**src/rtl/agu_pkg.sv**
```systemverilog
// Shared constants and types for the address-generation stage.
package agu_pkg;

  localparam int CH_SRC1   = 0;
  localparam int CH_SRC2   = 1;
  localparam int CH_DEST   = 2;

  // Highest implemented bit of a 48-bit canonical virtual address.
  localparam int CANON_MSB = 47;

  typedef enum logic [1:0] {
    SCALE_1 = 2'd0,
    SCALE_2 = 2'd1,
    SCALE_4 = 2'd2,
    SCALE_8 = 2'd3
  } scale_e;

  function automatic logic [31:0] sat_inc32(input logic [31:0] v);
    return (&v) ? v : v + 32'd1;
  endfunction

endpackage

```
**src/rtl/agu_addr_calc.sv**
```systemverilog
// Single-channel effective address: base + (index << scale) + sext(disp), plus canonical check.
// AGU_SEGMENT_BASE_EN adds an optional segment base term ahead of the check.
module agu_addr_calc
  import agu_pkg::*;
#(
  parameter int ADDR_W = 64,
  parameter int DISP_W = 32
) (
  input  logic              mem_access_i,
  input  logic [ADDR_W-1:0] base_i,
  input  logic [ADDR_W-1:0] index_i,
  input  logic              index_valid_i,
  input  logic [1:0]        scale_i,
  input  logic [DISP_W-1:0] disp_i,
`ifdef AGU_SEGMENT_BASE_EN
  input  logic [ADDR_W-1:0] seg_base_i,
  input  logic              seg_override_i,
`endif
  output logic [ADDR_W-1:0] addr_o,
  output logic              fault_o
);

  scale_e            scale;
  logic [ADDR_W-1:0] scaled_index;
  logic [ADDR_W-1:0] disp_ext;
  logic [ADDR_W-1:0] sum;

  assign scale        = scale_e'(scale_i);
  assign scaled_index = index_valid_i ? (index_i << scale) : '0;
  assign disp_ext     = ADDR_W'($signed(disp_i));

`ifdef AGU_SEGMENT_BASE_EN
  assign sum = base_i + scaled_index + disp_ext + (seg_override_i ? seg_base_i : '0);
`else
  assign sum = base_i + scaled_index + disp_ext;
`endif

  assign addr_o = mem_access_i ? sum : '0;

  // Canonical form only exists for 64-bit addresses; narrower builds never fault.
  generate
    if (ADDR_W == 64) begin : g_canon
      logic [ADDR_W-1:CANON_MSB] upper;
      assign upper   = sum[ADDR_W-1:CANON_MSB];
      assign fault_o = mem_access_i & ~((&upper) | ~(|upper));
    end else begin : g_no_canon
      assign fault_o = 1'b0;
    end
  endgenerate

endmodule

```
**src/rtl/agu_pipe_stage.sv**
```systemverilog
// Registered AGU stage: computes NUM_CH effective addresses and buffers them in an in-order FIFO.
// Optional segment base adder enabled by defining AGU_SEGMENT_BASE_EN.
module agu_pipe_stage
  import agu_pkg::*;
#(
  parameter int ADDR_W    = 64,
  parameter int NUM_CH    = 3,
  parameter int DISP_W    = 32,
  parameter int PAYLOAD_W = 256,
  parameter int DEPTH     = 2
) (
  input  logic                     clk,
  input  logic                     resetN,
  input  logic                     flushIn,
  input  logic                     inValid,
  output logic                     inReady,
  input  logic [PAYLOAD_W-1:0]     inPayload,
  input  logic [NUM_CH-1:0]        inMemAccess,
  input  logic [NUM_CH*ADDR_W-1:0] inBase,
  input  logic [NUM_CH*ADDR_W-1:0] inIndex,
  input  logic [NUM_CH-1:0]        inIndexValid,
  input  logic [NUM_CH*2-1:0]      inScale,
  input  logic [NUM_CH*DISP_W-1:0] inDisp,
`ifdef AGU_SEGMENT_BASE_EN
  input  logic [ADDR_W-1:0]        segBaseIn,
  input  logic [NUM_CH-1:0]        inSegOverride,
`endif
  output logic                     outValid,
  input  logic                     outReady,
  output logic [PAYLOAD_W-1:0]     outPayload,
  output logic [NUM_CH-1:0]        outMemAccess,
  output logic [NUM_CH*ADDR_W-1:0] outAddr,
  output logic [NUM_CH-1:0]        outFault,
  output logic [31:0]              acceptedCount
);

  localparam int PTR_W = $clog2(DEPTH);
  localparam int CNT_W = PTR_W + 1;

  typedef struct packed {
    logic [PAYLOAD_W-1:0]     payload;
    logic [NUM_CH-1:0]        mem_access;
    logic [NUM_CH*ADDR_W-1:0] addr;
    logic [NUM_CH-1:0]        fault;
  } entry_t;

  entry_t                   mem_q [DEPTH];
  entry_t                   push_entry;
  entry_t                   head;
  logic [NUM_CH*ADDR_W-1:0] calc_addr;
  logic [NUM_CH-1:0]        calc_fault;

  logic [PTR_W-1:0] wr_ptr_q, wr_ptr_d;
  logic [PTR_W-1:0] rd_ptr_q, rd_ptr_d;
  logic [CNT_W-1:0] count_q, count_d;
  logic [31:0]      acc_cnt_q, acc_cnt_d;
  logic             rdy_en_q;
  logic             push, pop;

  for (genvar c = 0; c < NUM_CH; c++) begin : g_ch
    agu_addr_calc #(
      .ADDR_W (ADDR_W),
      .DISP_W (DISP_W)
    ) u_calc (
      .mem_access_i   (inMemAccess[c]),
      .base_i         (inBase[c*ADDR_W +: ADDR_W]),
      .index_i        (inIndex[c*ADDR_W +: ADDR_W]),
      .index_valid_i  (inIndexValid[c]),
      .scale_i        (inScale[c*2 +: 2]),
      .disp_i         (inDisp[c*DISP_W +: DISP_W]),
`ifdef AGU_SEGMENT_BASE_EN
      .seg_base_i     (segBaseIn),
      .seg_override_i (inSegOverride[c]),
`endif
      .addr_o         (calc_addr[c*ADDR_W +: ADDR_W]),
      .fault_o        (calc_fault[c])
    );
  end

  assign push_entry = '{payload: inPayload, mem_access: inMemAccess,
                        addr: calc_addr, fault: calc_fault};

  // Ready depends on registered state only, so outReady never reaches inReady.
  assign inReady  = rdy_en_q & (count_q < CNT_W'(DEPTH));
  assign outValid = (count_q != '0);
  assign push     = inValid & inReady & ~flushIn;
  assign pop      = outValid & outReady & ~flushIn;

  // NOTE: every always_comb output gets a default first, so no path can infer a latch.
  always_comb begin
    wr_ptr_d  = wr_ptr_q;
    rd_ptr_d  = rd_ptr_q;
    count_d   = count_q;
    acc_cnt_d = acc_cnt_q;
    if (flushIn) begin
      wr_ptr_d = '0;
      rd_ptr_d = '0;
      count_d  = '0;
    end else begin
      if (push) begin
        wr_ptr_d  = wr_ptr_q + PTR_W'(1);
        acc_cnt_d = sat_inc32(acc_cnt_q);
      end
      if (pop) rd_ptr_d = rd_ptr_q + PTR_W'(1);
      case ({push, pop})
        2'b10:   count_d = count_q + CNT_W'(1);
        2'b01:   count_d = count_q - CNT_W'(1);
        default: count_d = count_q;
      endcase
    end
  end

  // NOTE: state registers use non-blocking assignments so all flops update together.
  always_ff @(posedge clk or negedge resetN) begin
    if (!resetN) begin
      wr_ptr_q  <= '0;
      rd_ptr_q  <= '0;
      count_q   <= '0;
      acc_cnt_q <= '0;
      rdy_en_q  <= 1'b0;
    end else begin
      wr_ptr_q  <= wr_ptr_d;
      rd_ptr_q  <= rd_ptr_d;
      count_q   <= count_d;
      acc_cnt_q <= acc_cnt_d;
      rdy_en_q  <= 1'b1;
    end
  end

  // NOTE: storage is not reset; the head is only exposed once written, and outputs are gated by outValid.
  always_ff @(posedge clk) begin
    if (push) mem_q[wr_ptr_q] <= push_entry;
  end

  assign head          = mem_q[rd_ptr_q];
  assign outPayload    = outValid ? head.payload    : '0;
  assign outMemAccess  = outValid ? head.mem_access : '0;
  assign outAddr       = outValid ? head.addr       : '0;
  assign outFault      = outValid ? head.fault      : '0;
  assign acceptedCount = acc_cnt_q;

endmodule

```
**config.mk**
```make
export PLATFORM = sky130hd
export DESIGN_NAME = agu_pipe_stage
export DESIGN_NICKNAME = d
export VERILOG_FILES = /design/src/rtl/agu_pkg.sv /design/src/rtl/agu_addr_calc.sv /design/src/rtl/agu_pipe_stage.sv
export SDC_FILE = /design/constraint.sdc
export NUM_CORES = 2
export LEC_CHECK = 0
export ABC_AREA = 1
export CORE_AREA = 2 2 485 487
export DETAILED_ROUTE_END_ITERATION = 10
export DIE_AREA = 0 0 487 489
export HOLD_SLACK_MARGIN = 0.02
export PLACE_DENSITY = 0.52
export SYNTH_ARGS = -nofsm -noshare
export SYNTH_HDL_FRONTEND = slang
export SYNTH_HIERARCHICAL = 1
export SYNTH_SLANG_ARGS = --single-unit
export TNS_END_PERCENT = 20
```
**constraint.sdc**
```tcl
create_clock -name clk -period 20.3 [get_ports clk]
set_clock_uncertainty 0.05 [all_clocks]
set_input_delay 4.06 -clock clk [delete_from_list [all_inputs] [get_ports clk]]
set_output_delay 4.06 -clock clk [all_outputs]
set_load 0.01 [all_outputs]
```
==> impl_metrics.env <==
export IMPL_r2r_end="mem_q[1][10]$_DFFE_PP_"
export IMPL_grt_use_total_pct=21.9
export IMPL_timing_hold_ws_ps=541
export IMPL_vias=55500
export IMPL_worst_pin_slew_ps=1240
export IMPL_drv_cap=0
export IMPL_crit_required_ps=16190
export IMPL_root_buffer="clkbuf_16"
export IMPL_power_density_nw_per_um2=101
export IMPL_routed_wl_um=271000
export IMPL_cts_tree="done"
export IMPL_arrival_ps=4810
export IMPL_nets=9720
export IMPL_ir_drop_v=0.0000897
export IMPL_fmax_mhz=112
export IMPL_route_detailed_drc=0
export IMPL_min_period_ps=8920
export IMPL_numClockSinks=945
export IMPL_postSynth_asyncResetShare_pct=3.92
export IMPL_synth_most_common_cell="nand2_1"
export IMPL_synth_seq_cells=945
export IMPL_crit_path_end_kind="primary output"
export IMPL_wl_per_cell_um=23.0
export IMPL_ctsHoldBuffers=0
export IMPL_htree_levels=3
export IMPL_syn_avg_cell_area_sq_um=8.33
export IMPL_die_area_sq_um=238000
export IMPL_via_per_inst=4.71
export IMPL_min_delay_start="acceptedCount[1]$_DFFE_PN0P_"
export IMPL_multi_input_area_sq_um=29400
export IMPL_drive_above_1_share_pct=6.19
export IMPL_final_fill_count=24200
export IMPL_syn_area_sq_um=61900
export IMPL_drtIter0Drc=4152
export IMPL_reg2regPathDepth=8
export IMPL_synth_area_leaders="edfxtp_1, nand2_1, fa_1"
export IMPL_start_util_pct=26.5
export IMPL_portBuffers=1240
export IMPL_yosysTopAreaCell="edfxtp_1"
export IMPL_synth_cells=7433
export IMPL_grt_antenna_before_repair=89
export IMPL_drv_slew=0
export IMPL_ys_warn_count=6
export IMPL_worstSetupStartpointType="flip-flop"
export IMPL_post_route_period_util_pct=43.9
export IMPL_power_frac_seq_pct=28.4
export IMPL_total_power_w=0.00821
export IMPL_combPwrFrac_pct=48.6
export IMPL_cts_buffer_depth=3
export IMPL_hold_class="reg -> reg"
export IMPL_ioPinCount=1241
export IMPL_maxSlewHeadroom_pct=17.1
export IMPL_reg2reg_from="count_q[1]$_DFFE_PN0P_"
export IMPL_antenna_left=0
export IMPL_hold_viol_final=0
export IMPL_synth_cell_types=49
export IMPL_numCtsBuffers=102
export IMPL_reg2reg_slack_ps=15230
export IMPL_power_share_clock_pct=23.1
export IMPL_rsz0062_at_grt="no"
export IMPL_holdPathStages=2
export IMPL_swShare_pct=41.6
export IMPL_syn_num_nets=8565
export IMPL_intPower_w=0.00480
export IMPL_synth_top_cells_by_count="nand2_1, edfxtp_1, inv_1, a21oi_1, nor2_1"
export IMPL_setup_viol=0
export IMPL_clk_pin_slew_ps=60
export IMPL_syn2layout_area_growth_pct=31.0
export IMPL_rows=178
export IMPL_status="finished clean"
export IMPL_grt_pass1_vias=54200
export IMPL_p_switching_w=0.00342
export IMPL_fp_dieH_um=489
export IMPL_crit_type="reg -> out"
export IMPL_fp_coreArea_sq_um=234000
export IMPL_dp_hpwl_um=220000
export IMPL_grt_start_max_net_pins=153
export IMPL_dpl_cell_area_sq_um=77600
export IMPL_post_cts_buffers=0
export IMPL_synth_edf_count=908
export IMPL_clkLatencyLatePin_ps=750
export IMPL_ys_seq_area_share_pct=45.5
export IMPL_yosys_area_top_type_share_pct=44.1
export IMPL_cts_resized=0
export IMPL_first_pass_iters=6
export IMPL_grt_overflow=0
export IMPL_place_congestion=0.966
export IMPL_p_leak_nw=33.9
export IMPL_final_core_util_pct=34.7
export IMPL_finish_instance_area_sq_um=81100
export IMPL_die_width_um=487
export IMPL_ys_flop_type="edfxtp_1"
export IMPL_regArea_sq_um=28200
export IMPL_hold_path_end="acceptedCount[1]$_DFFE_PN0P_"
export IMPL_grt_pass1_wl_um=382000
export IMPL_path_max_fanout=68
## stage by stage
step	instances	setup TNS, ps	worst slack [ps]
4_1_cts	11700	0	11180
3_3_place_gp	11500	0	11140
2_1_floorplan	7433	-2010490	-4430
3_5_place_dp	11500	0	11080
5_1_grt	11700	0	11070
6_report	11800	0	11380
## cell families after synthesis
| group | after synthesis | synth area share (%) |
|---|---|---|
| xor+xnor | 65 | 0.920 |
| buf+inv | 1122 | 6.95 |
| mux | 183 | 2.96 |
| flops | 945 | 45.5 |
| simple gates | 3693 | 24.5 |
| other cells | 1 | 0.00606 |
| compound gates | 1045 | 9.13 |
| fa+ha+maj | 379 | 9.99 |
## flip-flops by register name (all words and copies together), names as in the netlist
| register | count |
|---|---|
| acceptedCount | 32 |
| rd_ptr_q | 1 |
| wr_ptr_q | 1 |
| mem_q | 908 |
| rdy_en_q | 1 |
| count_q | 2 |
## per-layer routing
layer / up-vias / track usage (%) / share of wire [%]
li1: 26700 / - / -
met4: 78 / 7.65 / 3.0
met3: 326 / 4.82 / 6.7
met5: - / 0 / 0.20
met1: 26600 / 27.6 / 42
met2: 1728 / 36.8 / 48
## worst max-delay path, cell delays in order (launching register included)
cell             delay (ps)
dfrtp_1                 460
nor2_4                  760
buf_4                   490
buf_4                   720
buf_4                   650
a21oi_1                 260
clkdlybuf4s50_1         560
## how the worst max path moves through the flow
| stage | start | to | slack (ps) | cells past startpoint |
|---|---|---|---|---|
| after global routing | count_q[1]$_DFFE_PN0P_ | outAddr[149] | 11070 | 6 |
| after detailed placement | inValid | mem_q[0][33]$_DFFE_PP_ | 11080 | 8 |
| after floorplan | inValid | mem_q[1][0]$_DFFE_PP_ | -4430 | 4 |
| after CTS | count_q[1]$_DFFE_PN0P_ | outAddr[149] | 11180 | 6 |
| final | count_q[1]$_DFFE_PN0P_ | outAddr[160] | 11380 | 6 |
| after global placement | inValid | mem_q[1][17]$_DFFE_PP_ | 11140 | 8 |
## power groups by stage
stage	combinational, W	clock [W]	sequential, W
6_report	0.00399	0.00189	0.00233
3_3_place_gp	0.00401	0	0.00237
2_1_floorplan	0.00197	0	0.00240
3_5_place_dp	0.00401	0	0.00237
5_1_grt	0.00432	0.00201	0.00234
4_1_cts	0.00403	0.00194	0.00233
## final cells by class
class                           instances  share of cell area, %
Clock buffer                          126                   3.36
Inverter                              891                   4.14
Sequential cell                       945                   34.8
Multi-Input combinational cell       5366                   36.3
Antenna cell                           38                  0.117
Clock inverter                         65                  0.844
Tap cell                             3060                   4.72
Timing Repair Buffer                 1282                   15.7
## cells in the final DEF, fill, tap and decap left out, drive strengths merged
cell type / count
bufinv: 9
o22ai: 186
a31o: 22
nor2: 520
clkdlybuf4s50: 1233
inv: 890
clkinv: 55
xnor2: 37
a21oi: 682
dfrtp: 37
nand3b: 8
o21a: 6
clkbuf: 126
a31oi: 17
ha: 187
or2: 6
nand3: 170
fa: 192
buf: 49
o21bai: 18
and2: 4
clkinvlp: 2
and3: 1
mux2i: 183
nand4: 48
nor3: 49
diode: 38
o21ai: 111
nand2: 2887
conb: 1
edfxtp: 908
xor2: 28
a211oi: 3
Power figures use the tool's default switching activity.
